## config.mk

```make
export PLATFORM = sky130hd
export DESIGN_NAME = fetch_ctrl
export DESIGN_NICKNAME = d
export VERILOG_FILES = /design/src/rtl/fetch_ctrl.sv
export SDC_FILE = /design/constraint.sdc
export NUM_CORES = 1
export LEC_CHECK = 0
export ABC_AREA = 1
export CAP_MARGIN = 15
export CORE_MARGIN = 1
export CORE_UTILIZATION = 35
export DETAILED_ROUTE_END_ITERATION = 8
export PLACE_DENSITY_LB_ADDON = 0.25
export SYNTH_ARGS = -nofsm -noshare
export SYNTH_HDL_FRONTEND = slang
export SYNTH_SLANG_ARGS = --single-unit
```

## constraint.sdc

```tcl
create_clock -name clk -period 3.4 [get_ports clk]
set_input_delay 0.68 -clock clk [delete_from_list [all_inputs] [get_ports clk]]
set_output_delay 0.68 -clock clk [all_outputs]
set_load 0.01 [all_outputs]
```

## src/rtl/fetch_ctrl.sv

```systemverilog
// Instruction fetch controller: one outstanding request, IF/ID hold buffer, redirect drain.
// Optional FETCH_ALIGN_CHECK_EN masks odd redirect targets and raises a sticky err_misalign.
module fetch_ctrl (
    input  logic        clk,
    input  logic        rst,
    output logic        imem_req,
    output logic [15:0] imem_addr,
    input  logic [15:0] imem_rdata,
    input  logic        imem_done,
    input  logic        stall_in,
    input  logic        redirect_valid,
    input  logic [15:0] redirect_pc,
    output logic        valid_out,
    output logic [15:0] instruction_out,
    output logic [15:0] PC_next_out,
    output logic [15:0] PC_NO_PLUS_TWO_OUT,
    output logic        err_misalign
);

    localparam logic [15:0] NOP = 16'h0800;

    typedef enum logic [1:0] {
        S_FETCH,
        S_HOLD,
        S_DRAIN,
        S_HALTED
    } state_t;

    state_t      r_state;
    state_t      w_state_nxt;
    logic [15:0] r_pc;
    logic [15:0] w_pc_nxt;
    logic [15:0] r_buf;
    logic [15:0] w_buf_nxt;
    logic [15:0] r_drain_addr;
    logic [15:0] w_drain_nxt;
    logic [15:0] w_redir_pc;
    logic [15:0] w_pc_inc;
    logic [15:0] w_addr;
    logic [15:0] w_word;
    logic        w_req;
    logic        w_valid;

`ifdef FETCH_ALIGN_CHECK_EN
    logic r_err;

    assign w_redir_pc   = {redirect_pc[15:1], 1'b0};
    assign err_misalign = r_err;

    always_ff @(posedge clk) begin
        if (!rst)
            r_err <= 1'b0;
        else if (redirect_valid && redirect_pc[0])
            r_err <= 1'b1;
    end
`else
    assign w_redir_pc   = redirect_pc;
    assign err_misalign = 1'b0;
`endif

    assign w_pc_inc = r_pc + 16'd2;

    always_ff @(posedge clk) begin
        if (!rst) begin
            r_state      <= S_FETCH;
            r_pc         <= 16'h0000;
            r_buf        <= NOP;
            r_drain_addr <= 16'h0000;
        end else begin
            r_state      <= w_state_nxt;
            r_pc         <= w_pc_nxt;
            r_buf        <= w_buf_nxt;
            r_drain_addr <= w_drain_nxt;
        end
    end

    always_comb begin
        w_state_nxt = r_state;
        w_pc_nxt    = r_pc;
        w_buf_nxt   = r_buf;
        w_drain_nxt = r_drain_addr;
        w_req       = 1'b0;
        w_addr      = r_pc;
        w_valid     = 1'b0;
        w_word      = r_buf;
        case (r_state)
            S_FETCH: begin
                w_req = 1'b1;
                if (redirect_valid) begin
                    w_pc_nxt = w_redir_pc;
                    w_buf_nxt = NOP;
                    if (imem_done) begin
                        w_state_nxt = S_FETCH;
                    end else begin
                        w_drain_nxt = r_pc;
                        w_state_nxt = S_DRAIN;
                    end
                end else if (imem_done) begin
                    if (stall_in) begin
                        w_buf_nxt   = imem_rdata;
                        w_state_nxt = S_HOLD;
                    end else begin
                        w_valid     = 1'b1;
                        w_word      = imem_rdata;
                        w_pc_nxt    = w_pc_inc;
                        w_state_nxt = (imem_rdata[15:11] == 5'b00000)
                                      ? S_HALTED : S_FETCH;
                    end
                end
            end
            S_HOLD: begin
                if (redirect_valid) begin
                    w_pc_nxt    = w_redir_pc;
                    w_buf_nxt   = NOP;
                    w_state_nxt = S_FETCH;
                end else if (!stall_in) begin
                    w_valid     = 1'b1;
                    w_pc_nxt    = w_pc_inc;
                    w_state_nxt = (r_buf[15:11] == 5'b00000)
                                  ? S_HALTED : S_FETCH;
                end
            end
            // Keep the abandoned address on the bus until memory completes it
            S_DRAIN: begin
                w_req  = 1'b1;
                w_addr = r_drain_addr;
                if (redirect_valid)
                    w_pc_nxt = w_redir_pc;
                if (imem_done)
                    w_state_nxt = S_FETCH;
            end
            S_HALTED: begin
                if (redirect_valid) begin
                    w_pc_nxt    = w_redir_pc;
                    w_state_nxt = S_FETCH;
                end
            end
            default: w_state_nxt = S_FETCH;
        endcase
    end

    assign imem_req           = rst & w_req;
    assign imem_addr          = rst ? w_addr : 16'h0000;
    assign valid_out          = rst & w_valid;
    assign instruction_out    = valid_out ? w_word : NOP;
    assign PC_NO_PLUS_TWO_OUT = rst ? r_pc : 16'h0000;
    assign PC_next_out        = rst ? w_pc_inc : 16'h0000;

endmodule

```

==> impl_metrics.csv <==
group,metric,value,unit
cells_and_area,syn_to_final_growth,38.5,%
pwr,seqPwrFrac,0.435,
critical_path,critPathLaunch,"imem_done",
flow_run,cap_violations,0,
clock_tree,clkTransAtPathRegs,0.10,ns
cells_and_area,fin_util,0.508,
critical_path,worstSetupStartpointType,"input pin",
drt,final_antenna_net_count,0,
sta,whs,0.467,ns
pwr,power_switching,0.539,mW
sta,setup_viol,0,
cells_and_area,final_nets,640,
sta,hold_violations,0,
clock_tree,clock_latency,0.30,ns
yosys,syn_area_per_cell,5.91,µm²
yosys,syn_area,0.00304,mm²
critical_path,reg2reg_slack,1.66,ns
sta,rsz0062_at_grt,"no",
critical_path,crit_fanout,17,
cells_and_area,final_cell_mix,"129 x nor2_1, 115 x nand2_1, 102 x clkdlybuf4s50_1",
critical_path,critical_path_class,"input pin to primary output",
floorplan,coreArea,0.00830,mm²
critical_path,path_cells,"clkdlybuf4s50_1 -> nor2_2 -> inv_2 -> nand4_1 -> inv_2 -> o21ai_0 -> a21oi_1 -> clkdlybuf4s50_1",
global_route,grt_overflow_total,0,
critical_path,cp.arrival,2.51,ns
cells_and_area,final_area,0.00422,mm²
drt,finalWirelength,9000,µm
clock_tree,cts-buffers-inserted,5,
global_route,use_met1,0.257,
drt,drt_iter0_markers,150,
yosys,ys_types,28,
clock_tree,clock-sinks,50,
pwr,internal_power,1.10,mW
floorplan,row_count,33,
clock_tree,cts_setup_buffers,0,
critical_path,slowest_delay,0.55,ns
drt,routedWlPerCell,12.7,µm
outcome,status,"completed",
sta,slew_violations,0,
cells_and_area,final_common_cell,"nor2_1",
clock_tree,clock_path_buffers,2,
yosys,ys_warn_count,0,
sta,finalCritPeriodShare,0.937,
placement,hpwl,6480,µm
drt,num_vias,3398,
floorplan,io_pins,104,
pwr,power_density,389,mW/mm²
pwr,power_leakage,1.88,nW
global_route,grt_antenna_before_repair,0,
global_route,met2_usage,0.340,
drt,drc,0,
global_route,grt-busiest-layer,"met2",
clock_tree,cts-hold-fix-buffers,0,
global_route,first_global_vias,3048,
placement,dp_cells,700,
clock_tree,root_buffer,"clkbuf_8",
floorplan,dieArea,0.00907,mm²
pwr,finalPower,1.64,mW
sta,finalClockSkew,0.00847,ns
sta,setup_ws,0.213,ns
cells_and_area,antenna_cells,0,
global_route,grt_max_degree,52,
pwr,p_clk_frac,0.258,
yosys,synthesis.nets,553,
placement,port_buffers,102,
cells_and_area,drive_above_1_share,0.0481,
floorplan,die_h,95.2,µm
yosys,synth_cells,515,
critical_path,timing.rr.end,"r_buf[9]",
yosys,ys_seq_area_frac,0.329,
global_route,met3_usage,0.0319,
critical_path,rr_worst_depth,8,
floorplan,initial_core_util,0.367,
sta,fmax,314,MHz
clock_tree,cts_tree,"done",
placement,dpl-instance-area,0.00411,mm²
min_path,hold_class,"flip-flop to flip-flop",
pwr,comb_power_share,0.308,
cells_and_area,fin_cells,708,
placement,post-place-ws,0.210,ns
global_route,track_usage,0.200,
critical_path,cp-end-kind,"primary output",
critical_path,critPathSlowestCell,"clkdlybuf4s50_1",
yosys,synth-seq-cells,50,
critical_path,r2r_start,"r_state[1]",
clock_tree,cts_resized,0,
pwr,max-vdd-ir-drop,0.216,mV
critical_path,crit_path_end,"instruction_out[10]",
clock_tree,cts-htree-levels,2,
critical_path,cp_data_required_time,2.72,ns
sta,timing.setup.tns,0,ns
sta,fin_crit,3.19,ns
global_route,grt_pass1_wl,14400,µm
floorplan,die_w,95.2,µm
pwr,swShare,0.329,
placement,place_congestion,0.864,
drt,dr.pass1.iters,4,
drt,vias_per_cell,4.80,
worst min path at each step:
stage,startpoint,to,slack [ns],depth (start not counted)
2_1_floorplan,r_buf[10],r_buf[10],0.43,2
3_3_place_gp,r_buf[10],r_buf[10],0.45,2
3_5_place_dp,r_buf[10],r_buf[10],0.46,2
4_1_cts,r_buf[10],r_buf[10],0.47,2
5_1_grt,r_buf[10],r_buf[10],0.50,2
6_report,r_buf[10],r_buf[10],0.47,2
layout make-up:
| type | count | area [µm²] |
|---|---|---|
| fillers | 872 | 4080 |
| multi-input cells | 392 | 1730 |
| repair buffers | 107 | 1070 |
| flip-flops and latches | 50 | 1000 |
| inverters | 46 | 173 |
| well taps | 105 | 131 |
| clock buffers | 7 | 76.3 |
| clock inverters | 1 | 30.0 |
worst max-delay path, delay by kind of cell:
kind	cells	cell delay (ns)
buffers and inverters	4	1.39
and+or+nand+nor	2	0.19
AOI/OAI and AO/OA	2	0.24
kinds of logic after synthesis:
logic type | share of synthesized area
buffers and inverters | 0.102
AND/OR/NAND/NOR | 0.369
adder cells (fa/ha/maj) | 0.00411
XOR/XNOR | 0.0201
AO/OA/AOI/OAI | 0.174
other | 0.00123
flip-flops | 0.329
synth_stat cells:
cell type	n	share of area
nor2_1	130	0.16
nand2_1	115	0.14
dfxtp_1	50	0.33
o21ai_0	41	0.067
inv_1	36	0.044
o21ai_1	31	0.051
a21oi_1	29	0.048
nand3_1	17	0.028
clkbuf_1	11	0.014
inv_2	10	0.012
buf_2	9	0.015
nand4_1	8	0.016
xnor2_1	4	0.012
buf_4	3	0.0074
xor2_1	3	0.0086
buf_1	2	0.0025
buf_6	2	0.0074
nand2_2	2	0.0041
nand3_2	2	0.0066
nor2_2	2	0.0041
a22oi_1	1	0.0025
a32oi_1	1	0.0029
and2_1	1	0.0021
conb_1	1	0.0012
ha_1	1	0.0041
nand4_2	1	0.0041
nor3_1	1	0.0016
o21bai_1	1	0.0025
power by group through the flow:
stage | clock network (mW) | registers [mW] | logic, mW
6_report | 0.422 | 0.712 | 0.504
5_1_grt | 0.450 | 0.721 | 0.564
4_1_cts | 0.434 | 0.712 | 0.506
3_5_place_dp | 0 | 0.725 | 0.502
3_3_place_gp | 0 | 0.723 | 0.496
2_1_floorplan | 0 | 0.705 | 0.315
flip-flops by register name, summed over array words and instances (netlist names):
name / flops
r_state: 2
r_buf: 16
r_pc: 16
r_drain_addr: 16
metal layers:
layer	wire, µm	vias to the layer above
li1	-	1802
met1	4150	1500
met2	4200	85
met3	474	11
met4	179	0
met5	0	-
Power figures use the tool's default switching activity.
